### config.mk
export PLATFORM = sky130hd
export DESIGN_NAME = taqueria_arbiter_flat
export DESIGN_NICKNAME = d
export VERILOG_FILES = /design/src/rtl/taqueria_pkg.sv /design/src/rtl/taqueria_if.sv /design/src/rtl/taqueria_arbiter_sabor_rr_pick.sv /design/src/rtl/taqueria_arbiter.sv /design/src/flat_wrapper.sv
export SDC_FILE = /design/constraint.sdc
export NUM_CORES = 1
export LEC_CHECK = 0
export BUFFER_PORTS_ARGS = -buffer_cell sky130_fd_sc_hd__buf_2
export CAP_MARGIN = 25
export CORE_ASPECT_RATIO = 0.75
export CORE_MARGIN = 3
export CORE_UTILIZATION = 50
export CTS_CLUSTER_DIAMETER = 30
export DETAILED_ROUTE_END_ITERATION = 12
export PLACE_DENSITY = 0.74
export SYNTH_ARGS = -nofsm -noshare
export SYNTH_HDL_FRONTEND = slang
export SYNTH_SLANG_ARGS = --single-unit
### constraint.sdc
create_clock -name clk -period 5.9 [get_ports clk]
set_input_delay 0.295 -clock clk [delete_from_list [all_inputs] [get_ports clk]]
set_output_delay 0.295 -clock clk [all_outputs]
set_load 0.02 [all_outputs]
### src/rtl/taqueria_pkg.sv
// -----------------------------------------------------------------------------
// taqueria_pkg
// Shared constants for the taqueria order arbiter:
//   - flavour index constants (bit position in pedido/sabor/atendido/agotado)
//   - ASCII codes emitted on the character channel for each flavour
//   - FSM state enum
//   - small helpers that map a one-hot flavour vector to its index/ASCII code
// Optional feature macro used elsewhere in this slice: TAQUERIA_STATS_EN
// -----------------------------------------------------------------------------
package taqueria_pkg;

   localparam int CHICHARON  = 0;
   localparam int PAPA       = 1;
   localparam int FRIJOL     = 2;
   localparam int DESHEBRADA = 3;

   localparam logic [7:0] ASCII_CHICHARON  = 8'd67;
   localparam logic [7:0] ASCII_PAPA       = 8'd80;
   localparam logic [7:0] ASCII_FRIJOL     = 8'd70;
   localparam logic [7:0] ASCII_DESHEBRADA = 8'd68;

   typedef enum logic {
      IDLE,
      SERVE
   } state_e;

   // One-hot flavour vector to its bit index; anything not one-hot maps to 0.
   function automatic logic [1:0] onehotToIndex(input logic [3:0] oh);
      logic [1:0] idx;
      idx = 2'd0;
      case (oh)
         4'b0010: idx = 2'd1;
         4'b0100: idx = 2'd2;
         4'b1000: idx = 2'd3;
         default: idx = 2'd0;
      endcase
      return idx;
   endfunction

   // One-hot flavour vector to the ASCII letter the display path expects.
   function automatic logic [7:0] flavourCode(input logic [3:0] oh);
      logic [7:0] code;
      code = 8'd0;
      case (oh)
         4'b0001: code = ASCII_CHICHARON;
         4'b0010: code = ASCII_PAPA;
         4'b0100: code = ASCII_FRIJOL;
         4'b1000: code = ASCII_DESHEBRADA;
         default: code = 8'd0;
      endcase
      return code;
   endfunction

endpackage

### src/rtl/taqueria_if.sv
// -----------------------------------------------------------------------------
// taqueria_if
// Valid/ready character channel carrying the ASCII code of the flavour being
// served towards the character/display path.
//   char_out   : ASCII code of the granted flavour (0 when not valid)
//   char_valid : char_out holds an order waiting to be taken
//   char_ready : consumer accepts char_out this cycle
// Modports: master (arbiter side), slave (consumer side).
// -----------------------------------------------------------------------------
interface taqueria_if;

   logic [7:0] char_out;
   logic       char_valid;
   logic       char_ready;

   modport master (
      output char_out,
      output char_valid,
      input  char_ready
   );

   modport slave (
      input  char_out,
      input  char_valid,
      output char_ready
   );

endinterface

### src/rtl/taqueria_arbiter_sabor_rr_pick.sv
// -----------------------------------------------------------------------------
// sabor_rr_pick
// Combinational round-robin picker for the four taco flavours.
//   elig      in  4 : flavours that are both requested and in stock
//   ptr       in  2 : index of the last flavour served
//   grant     out 4 : one-hot choice, first eligible bit after ptr (with wrap)
//   any_valid out 1 : at least one flavour is eligible
// -----------------------------------------------------------------------------
module sabor_rr_pick (
   input  logic [3:0] elig,
   input  logic [1:0] ptr,
   output logic [3:0] grant,
   output logic       any_valid
);

   logic [1:0] candidate;
   logic       found;

   // Walk the four positions starting just after the last served flavour so
   // the flavour that was served most recently has the lowest priority.
   always_comb begin
      grant     = 4'b0000;
      found     = 1'b0;
      candidate = 2'd0;
      any_valid = |elig;
      for (int i = 1; i <= 4; i++) begin
         candidate = ptr + 2'(i);
         if (!found && elig[candidate]) begin
            grant[candidate] = 1'b1;
            found            = 1'b1;
         end
      end
   end

endmodule

### src/rtl/taqueria_arbiter.sv
// -----------------------------------------------------------------------------
// taqueria_arbiter
// Round-robin order arbiter for the four taco flavours with per-flavour stock.
// Parameters:
//   STOCK_W    : width of each stock counter
//   STOCK_INIT : value loaded on reset and on refill (must fit in STOCK_W bits)
// Ports:
//   clk       in  1 : clock, rising edge
//   rst       in  1 : synchronous active-high reset
//   pedido    in  4 : level requests (bit0 Chicharon .. bit3 Deshebrada)
//   surtir    in  1 : refill pulse, reloads every stock counter
//   sabor     out 4 : registered one-hot grant, 0 while idle
//   atendido  out 4 : one-cycle completion pulse to the served requester
//   agotado   out 4 : sold-out flags, bit i set when stock[i] == 0
//   chr       master modport of taqueria_if (char_out/char_valid/char_ready)
//   vendidos  out 16: saturating count of completed orders (only when the
//                     TAQUERIA_STATS_EN macro is defined)
// -----------------------------------------------------------------------------
module taqueria_arbiter
   import taqueria_pkg::*;
#(
   parameter int STOCK_W    = 4,
   parameter int STOCK_INIT = 10
) (
   input  logic        clk,
   input  logic        rst,
   input  logic [3:0]  pedido,
   input  logic        surtir,
   output logic [3:0]  sabor,
   output logic [3:0]  atendido,
   output logic [3:0]  agotado,
   taqueria_if.master  chr
`ifdef TAQUERIA_STATS_EN
   ,
   output logic [15:0] vendidos
`endif
);

   state_e              state_q;
   logic [1:0]          ptr_q;
   logic [3:0]          sabor_q;
   logic [7:0]          char_out_q;
   logic                char_valid_q;
   logic [3:0]          atendido_q;
   logic [STOCK_W-1:0]  stock_q [4];
   logic [STOCK_W-1:0]  stock_d [4];

   logic [3:0]          elig;
   logic [3:0]          pick_grant;
   logic                pick_any;
   logic                handshake;
   logic [1:0]          grant_idx;

   // An order is only committed by the consumer taking the character.
   assign handshake = (state_q == SERVE) && chr.char_ready;
   assign grant_idx = onehotToIndex(sabor_q);

   // Sold-out flags follow the registered counters, so they move one cycle
   // after the decrement or refill that changed the count.
   always_comb begin
      agotado = 4'b0000;
      for (int i = 0; i < 4; i++) begin
         agotado[i] = (stock_q[i] == '0);
      end
   end

   // Sold-out flavours are simply invisible to the picker, which is what
   // keeps the counters from ever being asked to go below zero.
   assign elig = pedido & ~agotado;

   sabor_rr_pick u_pick (
      .elig      (elig),
      .ptr       (ptr_q),
      .grant     (pick_grant),
      .any_valid (pick_any)
   );

   // Next stock values: a completed order takes one unit from its flavour,
   // and a refill overrides everything, including a same-cycle decrement.
   always_comb begin
      for (int i = 0; i < 4; i++) begin
         stock_d[i] = stock_q[i];
      end
      if (handshake) begin
         stock_d[grant_idx] = stock_q[grant_idx] - STOCK_W'(1);
      end
      if (surtir) begin
         for (int i = 0; i < 4; i++) begin
            stock_d[i] = STOCK_W'(STOCK_INIT);
         end
      end
   end

   // Stock counters. Reset wins over everything, so an order abandoned by
   // reset never consumes stock.
   always_ff @(posedge clk) begin
      if (rst) begin
         for (int i = 0; i < 4; i++) begin
            stock_q[i] <= STOCK_W'(STOCK_INIT);
         end
      end else begin
         for (int i = 0; i < 4; i++) begin
            stock_q[i] <= stock_d[i];
         end
      end
   end

   // Order FSM with all channel outputs registered. In IDLE the picker's
   // choice is latched into sabor together with its ASCII code; in SERVE
   // both are frozen until the consumer takes the character, then the
   // served flavour becomes the new round-robin pointer and gets its
   // completion pulse. Dropping the request while in SERVE changes nothing.
   always_ff @(posedge clk) begin
      if (rst) begin
         state_q      <= IDLE;
         ptr_q        <= 2'd3;
         sabor_q      <= 4'b0000;
         char_out_q   <= 8'd0;
         char_valid_q <= 1'b0;
         atendido_q   <= 4'b0000;
      end else begin
         atendido_q <= 4'b0000;
         case (state_q)
            IDLE: begin
               if (pick_any) begin
                  sabor_q      <= pick_grant;
                  char_out_q   <= flavourCode(pick_grant);
                  char_valid_q <= 1'b1;
                  state_q      <= SERVE;
               end
            end
            SERVE: begin
               if (chr.char_ready) begin
                  ptr_q        <= grant_idx;
                  atendido_q   <= sabor_q;
                  sabor_q      <= 4'b0000;
                  char_out_q   <= 8'd0;
                  char_valid_q <= 1'b0;
                  state_q      <= IDLE;
               end
            end
            default: begin
               state_q <= IDLE;
            end
         endcase
      end
   end

   assign sabor          = sabor_q;
   assign atendido       = atendido_q;
   assign chr.char_out   = char_out_q;
   assign chr.char_valid = char_valid_q;

`ifdef TAQUERIA_STATS_EN
   logic [15:0] vendidos_q;

   // Lifetime order count; refills do not touch it and it sticks at its
   // maximum instead of wrapping.
   always_ff @(posedge clk) begin
      if (rst) begin
         vendidos_q <= 16'd0;
      end else if (handshake && (vendidos_q != 16'hFFFF)) begin
         vendidos_q <= vendidos_q + 16'd1;
      end
   end

   assign vendidos = vendidos_q;
`endif

endmodule

### src/flat_wrapper.sv
// flat-port wrapper written by rule: the top's interface ports become plain ports
module taqueria_arbiter_flat import taqueria_pkg::*;
#(
   parameter int STOCK_W    = 4,
   parameter int STOCK_INIT = 10
)
  (clk, rst, pedido, surtir, sabor, atendido, agotado, chr_char_out, chr_char_valid, chr_char_ready);
  taqueria_if chr_i ();
  input  logic clk;
  input  logic rst;
  input  logic [3:0] pedido;
  input  logic surtir;
  output logic [3:0] sabor;
  output logic [3:0] atendido;
  output logic [3:0] agotado;
  output wire logic [$bits(chr_i.char_out)-1:0] chr_char_out;
  output wire logic [$bits(chr_i.char_valid)-1:0] chr_char_valid;
  input wire logic [$bits(chr_i.char_ready)-1:0] chr_char_ready;
  assign chr_char_out = chr_i.char_out;
  assign chr_char_valid = chr_i.char_valid;
  assign chr_i.char_ready = chr_char_ready;
  taqueria_arbiter #(.STOCK_W(STOCK_W), .STOCK_INIT(STOCK_INIT)) u_core (.clk(clk), .rst(rst), .pedido(pedido), .surtir(surtir), .sabor(sabor), .atendido(atendido), .agotado(agotado), .chr(chr_i));
endmodule
* Yosys cells after proc, flatten, opt, wreduce, memory -nomap -nowiden
Memories as Yosys holds them, arrays and structs flattened.
Index checks and enable logic that the tools add are counted.
** Storage, ports and cells
- Register bits after elaboration :: 20
- Bits in writable memories :: 16
- Output and inout port bits :: 21
- Memories :: 1
** Memory list
- u_core.stock_q :: words 4, bits a word 4, rd ports 5, clocked after memory_dff 0, wr ports 4, RTL line taqueria_arbiter.sv:45 : logic [STOCK_W-1:0] stock_q [4];
** Operators by class
- $add $sub $neg :: 4
- Order comparisons :: 10
- Eq/ne operators :: 9
- Mux-type cells :: 49
- Bitwise operators :: 12
- Reduce and logical (&&, ||, !) cells :: 20
** Operators by type and width (count)
- $mux 4 :: 11
- $mux 16 :: 2
- $pmux 7 s4 :: 1
- $mux 1 :: 18
- $bwmux 16 :: 1
- $logic_not 4->1 :: 4
- $mux 8 :: 2
- $pmux 8 s2 :: 1
- $lt 2x3->1 const B :: 4
- $or 4x4->4 :: 3
- $logic_and 1x1->1 :: 9
- $bmux 1 s2 :: 4
- $demux 1 s2 :: 4
- $demux 4 s2 :: 1
- $eq 4x2->1 const B :: 2
- $eq 4x3->1 const B :: 2
- $eq 4x4->1 const B :: 2
- $ge 2x1->1 const B :: 4
- $pmux 4 s2 :: 1
- $pmux 2 s3 :: 1
- $add 2x2->2 const B :: 2
- $and 4x4->4 :: 1
- $eq 4x1->1 const B :: 1
- $not 4->4 :: 1
- 14 further kinds :: 22

* Depth between registers and ports, before layout
Gate-level depths: netlist (run 1).
An unclocked memory read counts as a cell.
- Word-level depth :: 20
- Depth in mapped cells :: 10
- Mapped depth without buffers :: 9

* Cells and area by module
From an unflattened synthesis (run 1), not the netlist that was laid out.
** Unflattened totals
- Cells, all modules :: 200
- Area, all modules :: 1834.3 um^2
** By module, submodules not included
- taqueria_arbiter :: times used 1, cells an instance 161, area an instance 1468.9 um^2
- sabor_rr_pick :: times used 1, cells an instance 39, area an instance 365.4 um^2

* Worst setup path before layout (run 1)
Ideal clock, no wire load.
- Path kind :: register to register
- From :: memory u_core.stock_q[0][0]
- To :: register u_core.char_out_q[6], in the netlist u_core.chr.char_out[6]
- Data arrival time :: 2.691 ns
- Slack :: 3.122 ns
- Stages on the path, launching flop included :: 9
- Buffers on the path :: 0
- Period minus slack after synthesis :: 2.778 ns
- Cell sequence :: dfxtp_1 -> nor4_1 -> o221a_2 -> a21oi_1 -> a221oi_4 -> a2bb2oi_4 -> nor4bb_1 -> a211oi_1 -> o31ai_1
** RTL lines
- start: declaration :: RTL line taqueria_arbiter.sv:45
- end signal: assignment :: RTL line taqueria_arbiter.sv:127 : char_out_q <= flavourCode(pick_grant);
- end: declaration :: RTL line taqueria_arbiter.sv:42 : logic [7:0] char_out_q;

* Final worst setup path (run 1)
- From :: register u_core.ptr_q[0]
- To :: register u_core.char_out_q[6], in the netlist u_core.chr.char_out[6]
** Between the ends
- Word-level cells in the longest chain between the ends :: 17
** Ends and longest elaborated chain
- start: declaration :: RTL line taqueria_arbiter.sv:40 : logic [1:0] ptr_q;
- start signal: assignment :: RTL line taqueria_arbiter.sv:134 : ptr_q <= grant_idx;
- branches (longest 12 deep; another with $lt 2x3->1)
- $mux 4 * :: RTL line taqueria_arbiter_sabor_rr_pick.sv:28 : if (!found && elig[candidate]) begin
- $eq 4x4->1, or another cell as far along :: RTL line taqueria_pkg.sv:44 : case (oh)
- $pmux 7 s4 * :: RTL line taqueria_pkg.sv:44
- $mux 8 * :: RTL line taqueria_arbiter.sv:125 : if (pick_any) begin
- $pmux 8 s2 * :: RTL line taqueria_arbiter.sv:123 : case (state_q)
Every way passes the cells marked *. The select of a mux whose other input is x is not followed.
A chain may end at the register's enable or synchronous reset.

==> impl_metrics.toml, run 1 <==
[pwr]
finalPower_mw = 0.614
vdd_drop_max_v = 0.000219
cellPowerDensity_nw_per_um2 = 277
leakage_nw = 0.950

[timing]
fin_skew_ps = 3.78
slew_violations = 0
fin_hold_ws_ps = 367
rsz0062_at_grt = "false"
setup_viol = 0
worstMarginPinSlew_ps = 856
relSlewSlack_pct = 42.2
setup_tns_ps = 0
max_freq_ghz = 0.336
hold_violations = 0
fin_crit_sh_pct = 50.4
fin_crit_ps = 2980

[logic_synthesis]
yosys-top-cells-count = "dfxtp_1 (33), nor2_1 (27), nand2_1 (26), a21oi_1 (10)"
synthFlopType = "dfxtp_1"
ys_ff_latch = 33
synth_area_leaders = "dfxtp_1 (33%), ha_1 (5.7%), nor2_1 (5.1%)"
syn_inst = 219
yosysMostFrequentCell = "dfxtp_1"
syn_area_per_cell_sq_um = 9.09
syn_area_sq_um = 1990
synth_top_area_share_pct = 33.2
netlist-cell-type-count = 53
ys_seq_area_share_pct = 33.2
synth_edf_count = 0
synthArstFlopShare_pct = 0
yosysWarnings = 0
synth_top_cell_by_area = "dfxtp_1"

[floorplanning]
die_y_um = 60.6
fp.coreArea_sq_um = 3730
dieArea_sq_um = 4780
rows = 19
initial_core_util_pct = 53.3
dieWidth_um = 78.9
ioPinCount = 29

[job]
drv_cap = 0

[clock_tree]
post_cts_buffers = 0
cts_resized = 0
cts.sinks = 33
cts_buffers = 5
ctsRootBufferMaster = "clkbuf_8"
clk_pin_slew_ps = 70
htreeDepth = 2
clk_latency_ps = 280
cts_buffer_depth = 2
ctsHoldBuffers = 0
cts_tree = "done"

[drt]
via_per_inst = 6.00
drt_iter0_drc = 238
firstDrtPassIters = 7
ant_nets = 0
drcViolationCount = 0
wire_per_inst_um = 15.7
detail_route.wirelength_um = 4630
num_vias = 1769

[grt]
gr-total-overflow = 0
antenna_found_initial = 0
grt_pass1_wl_um = 7890
grt_pass1_vias = 1560
gr-usage-all-layers_pct = 21.1
grt_max_degree = 21

[worst_setup_path]
start_kind = "flip-flop"
path_class = "flip-flop to flip-flop"
cp.arrival_ps = 3170
worstSetupEndpointType = "flip-flop"
path_max_fanout = 11
critPathRequiredTime_ps = 6090
r2r_slack_ps = 2920

[hold_path]
holdCritPathClass = "input port to flip-flop"

[final_layout]
syn_to_final_growth_pct = 11.3
multiInputGateArea_sq_um = 1260
nNetsFinal = 259
postLayoutCellArea_sq_um = 2210
drive_gt1_share_pct = 20.2
fin_util_pct = 59.3
diodes = 0
fillers = 344
seq_area_sq_um = 661

[placement]
placed_area_sq_um = 2120
gp_congestion = 0.851
hpwl_um = 3480
io_buffers = 25

[outcome]
status = "finished, final reports clean"
placed cells by master (no fill, tap or decap), drive strengths merged, types with 2 or more instances in the layout:
cell type	instances
a2bb2oi	3
mux2i	7
o21ai	4
dfxtp	33
o211ai	9
a22oi	4
clkbuf	6
nand3	9
a211o	2
nor3b	4
a222oi	2
clkinv	2
buf	25
nor2	28
nor4	4
nand2	27
conb	3
o41a	5
a22o	2
a221oi	4
o41ai	4
xor2	4
ha	9
a21oi	10
inv	3
mux4	2
a32oi	2
a31oi	3
nor3	5
nor2b	6
metal layers:
layer	track usage [%]	part of all wire, %	up-vias
li1	-	-	869
met1	33.4	53	819
met2	29.4	40	77
met3	4.15	6.4	4
met4	4.41	0.26	0
met5	0	0	-
metrics by stage:
step	std cells	setup slack (ps)
2_1_floorplan	221	3120
6_report	295	2920
3_3_place_gp	287	3070
5_1_grt	295	2580
3_5_place_dp	287	2980
4_1_cts	295	2960
critical path, cell delays in order, from the launching register on:
cell	delay, ps
dfxtp_1	610
inv_1	210
ha_1	410
mux2i_1	140
a32o_2	340
a221oi_2	260
a2bb2oi_2	350
and4_1	270
a211oi_1	50
o31ai_1	240
where the power goes:
group	switching [mW]	total, mW	leakage (nW)	internal (mW)
combinational	0.111	0.184	0.631	0.0729
clock	0.0851	0.180	0.0512	0.0945
sequential	0.0162	0.251	0.269	0.234
total	0.212	0.614	0.950	0.402
kinds of logic (layout without fill, tap and decap cells):
group                      Yosys count  count (layout)  synth area share, %
DFF                                 33              33                 33.2
other                                1               3                0.188
and+or+nand+nor                     88              88                 20.7
adders and majority gates            9               9                 5.66
AOI/OAI and AO/OA                   60              60                 28.0
muxes                                9               9                 5.97
buffers and inverters               14              36                 4.09
xor gates and xnor gates             5               5                 2.20
cell type report:
cell class	count	share of cell area (%)
multi-input combinational	174	56.7
sequential	33	29.8
timing repair buffer	25	5.65
clock buffer	6	3.73
tap	52	2.94
clock inverter	2	0.621
inverter	3	0.508
registers in the layout, indices dropped and copies added, names as in the netlist:
register and flops:
u_core.state_q 1, u_core.atendido 4, u_core.stock_q 16, u_core.ptr_q 2
u_core.sabor 4, u_core.chr.char_valid 1, u_core.chr.char_out 5
worst paths after layout:
check             cells after the start                             endpoint                           startpoint
hold / removal                        3    u_core.stock_q[1][1]$_SDFFE_PP1P_                               surtir
hold reg to reg                       2  u_core.chr.char_out[1]$_SDFFE_PP0P_  u_core.chr.char_out[1]$_SDFFE_PP0P_
setup reg to reg                      9  u_core.chr.char_out[6]$_SDFFE_PP0P_         u_core.ptr_q[0]$_SDFFE_PP1P_
setup / recovery                      9  u_core.chr.char_out[6]$_SDFFE_PP0P_         u_core.ptr_q[0]$_SDFFE_PP1P_
No activity file was read; power rests on OpenSTA's default activity.
==> run 2: changes to the inputs <==
ABC_AREA = 1   (was not set)
PLACE_DENSITY = 0.77   (was 0.74)
clock period = 2.4 ns   (was 5.9 ns; I/O delays follow)
==> run 2 against run 1 <==
Against the previous run: synthesized cell count increased by 29%; power increased by 150%; register-to-register slack got worse by 2700 ps; global-route usage increased by 0.22 points; highest routed layer unchanged.
==> impl_metrics.toml, run 2 <==
[timing]
fin_crit_sh_pct = 90.3
setup_tns_ps = 0
worstMarginPinSlew_ps = 665
max_freq_ghz = 0.462
layout_setup_ws_ps = 234
relSlewSlack_pct = 55.7
rsz0062_at_grt = "false"
fin_skew_ps = 4.23
setup_viol = 0
fin_hold_ws_ps = 140
hold_violations = 0
fin_crit_ps = 2170
slew_violations = 0

[logic_synthesis]
synthSimpleGateAreaFrac_pct = 34.4
synthArstFlopShare_pct = 0
synth_edf_count = 0
synth-xor-area-share_pct = 0.455
synth_top_area_share_pct = 34.3
synthAdderAreaFrac_pct = 5.85
syn_area_sq_um = 1930
synth_area_leaders = "dfxtp_1 (34%), nand2_1 (11%), nand3_1 (8.1%)"
syn_area_per_cell_sq_um = 6.80
yosysMostFrequentCell = "nand2_1"
synth_top_family_by_area = "simple AND/OR/NAND/NOR gates"
netlist-cell-type-count = 31
yosysWarnings = 0
synth_compound_area_share_pct = 14.4
syn_inst = 283
yosys-top-cells-count = "nand2_1 (57), inv_1 (41), dfxtp_1 (33), nand3_1 (31), nor2_1 (27)"
synthFlopType = "dfxtp_1"
synthMuxAreaShare_pct = 0
ys_ff_latch = 33
synth_top_cell_by_area = "dfxtp_1"
ys_seq_area_share_pct = 34.3

[pwr]
p_sw_mw = 0.483
p_clk_share_pct = 35.6
leakage_nw = 1.19
swShare_pct = 31.7
vdd_drop_max_v = 0.000334
finalPower_mw = 1.52
internal-power_mw = 1.04
cellPowerDensity_nw_per_um2 = 681
p_seq_share_pct = 39.4
comb_power_share_pct = 25.0

[placement]
hpwl_um = 3440
io_buffers = 25
placed_area_sq_um = 2120
pre_cts_ws_ps = 168
gp_congestion = 0.934
dp.cells = 359

[floorplanning]
fp.coreArea_sq_um = 3490
rows = 18
ioPinCount = 29
die_y_um = 59.7
dieWidth_um = 77.7
dieArea_sq_um = 4640
initial_core_util_pct = 55.2

[final_layout]
drive_gt1_share_pct = 18.9
largest_reg_flops = 16
seq_area_sq_um = 663
fin_util_pct = 64.1
diodes = 0
nNetsFinal = 333
mostFrequentLayoutCells = "nand2_1 (57), inv_1 (41), nand3_1 (31), dfxtp_1 (31), nor2_1 (27)"
fillers = 324
layoutNonFillerInstCount = 367
syn_to_final_growth_pct = 16.1
postLayoutCellArea_sq_um = 2240
regMostFlops = "u_core.stock_q"
final_common_cell = "nand2_1"
multiInputGateArea_sq_um = 1070

[worst_setup_path]
cp.arrival_ps = 2400
cp_top_family = "simple AND/OR/NAND/NOR gates"
path_class = "flip-flop to flip-flop"
crit_chain = "inv_1 > nand4_1 > nand2_1 > nor2_2 > inv_2 > o21ai_2 > inv_2 > ha_1 > xnor2_1 > o21ai_0 > inv_1"
path_max_fanout = 5
crit_buf_inv = 4
reg2reg_depth = 11
worstSetupEndpointType = "flip-flop"
start_kind = "flip-flop"
r2r_slack_ps = 230
reg2reg_to = "u_core.stock_q[1][2]$_SDFFE_PP0P_"
critPathRequiredTime_ps = 2640
cp_slowest_cell = "dfxtp_1"
r2r_start = "u_core.sabor[3]$_SDFFE_PP0P_"
cpPeakStageDelay_ps = 390

[hold_path]
holdCritPathClass = "input port to flip-flop"
min_from = "rst"
min_to = "u_core.sabor[3]$_SDFFE_PP0P_"
whs_path_depth = 2

[drt]
wire_per_inst_um = 12.2
drcViolationCount = 0
ant_nets = 0
drt_iter0_drc = 157
num_vias = 1849
detail_route.wirelength_um = 4460
via_per_inst = 5.04
firstDrtPassIters = 4

[grt]
gr-total-overflow = 0
grt_max_degree = 13
antenna_found_initial = 0
grt_pass1_wl_um = 7530
grt_pass1_vias = 1582
gr-usage-all-layers_pct = 21.3

[clock_tree]
clk_latency_ps = 290
cts_tree = "done"
ctsHoldBuffers = 0
cts_buffer_depth = 2
cts_resized = 0
htreeDepth = 2
ctsRootBufferMaster = "clkbuf_8"
cts_buffers = 5
cts.sinks = 33
post_cts_buffers = 0
clk_pin_slew_ps = 70

[job]
drv_cap = 0

[outcome]
status = "finished, final reports clean"
-- run 2: cell types whose count changed after synthesis, moves of 6 or more --
cell	delta
nand2_1	+31
mux2i_1	-7
o21ai_0	+10
nor2b_1	-6
o211ai_1	-8
inv_1	+38
nand3_1	+22
a21oi_1	+16
-- run 2: final cells by class --
class	instances	share of cell area, %
clock buffer	7	3.86
clock inverter	1	1.34
timing repair buffer	28	6.60
inverter	46	7.72
multi-input combinational	202	48.0
tap	50	2.80
sequential	33	29.7
-- run 2: worst max path at each step --
stage	startpoint	to	slack [ps]	depth (start not counted)
finish	u_core.sabor[3]$_SDFFE_PP0P_	u_core.stock_q[1][2]$_SDFFE_PP0P_	230	11
global route	u_core.ptr_q[0]$_SDFFE_PP1P_	u_core.chr.char_out[6]$_SDFFE_PP0P_	60	16
CTS	u_core.ptr_q[0]$_SDFFE_PP1P_	u_core.chr.char_out[6]$_SDFFE_PP0P_	150	14
detailed placement	u_core.ptr_q[0]$_SDFFE_PP1P_	u_core.chr.char_out[6]$_SDFFE_PP0P_	170	15
global placement	u_core.ptr_q[0]$_SDFFE_PP1P_	u_core.chr.char_out[6]$_SDFFE_PP0P_	230	14
floorplan	u_core.ptr_q[0]$_SDFFE_PP1P_	u_core.chr.char_out[6]$_SDFFE_PP0P_	400	14
-- run 2: power groups by stage --
stage	Sequential [mW]	Clock, mW	Combinational, mW
final	0.600	0.543	0.381
after global placement	0.610	0	0.372
after CTS	0.599	0.550	0.377
after detailed placement	0.611	0	0.374
after floorplan	0.632	0	0.273
after global routing	0.604	0.578	0.428
-- run 2: metal layers --
layer / up-vias / wire length (um) / track usage [%]
li1: 980 / - / -
met5: - / 0 / 0
met3: 4 / 429 / 7.08
met2: 76 / 1690 / 29.3
met1: 789 / 2310 / 31.3
met4: 0 / 37 / 6.35
-- run 2: logic make-up after synthesis --
group,count (synthesis)
simple gates,139
compound gates,50
buf+inv,50
flops,33
fa+ha+maj,9
xor+xnor,1
other cells,1
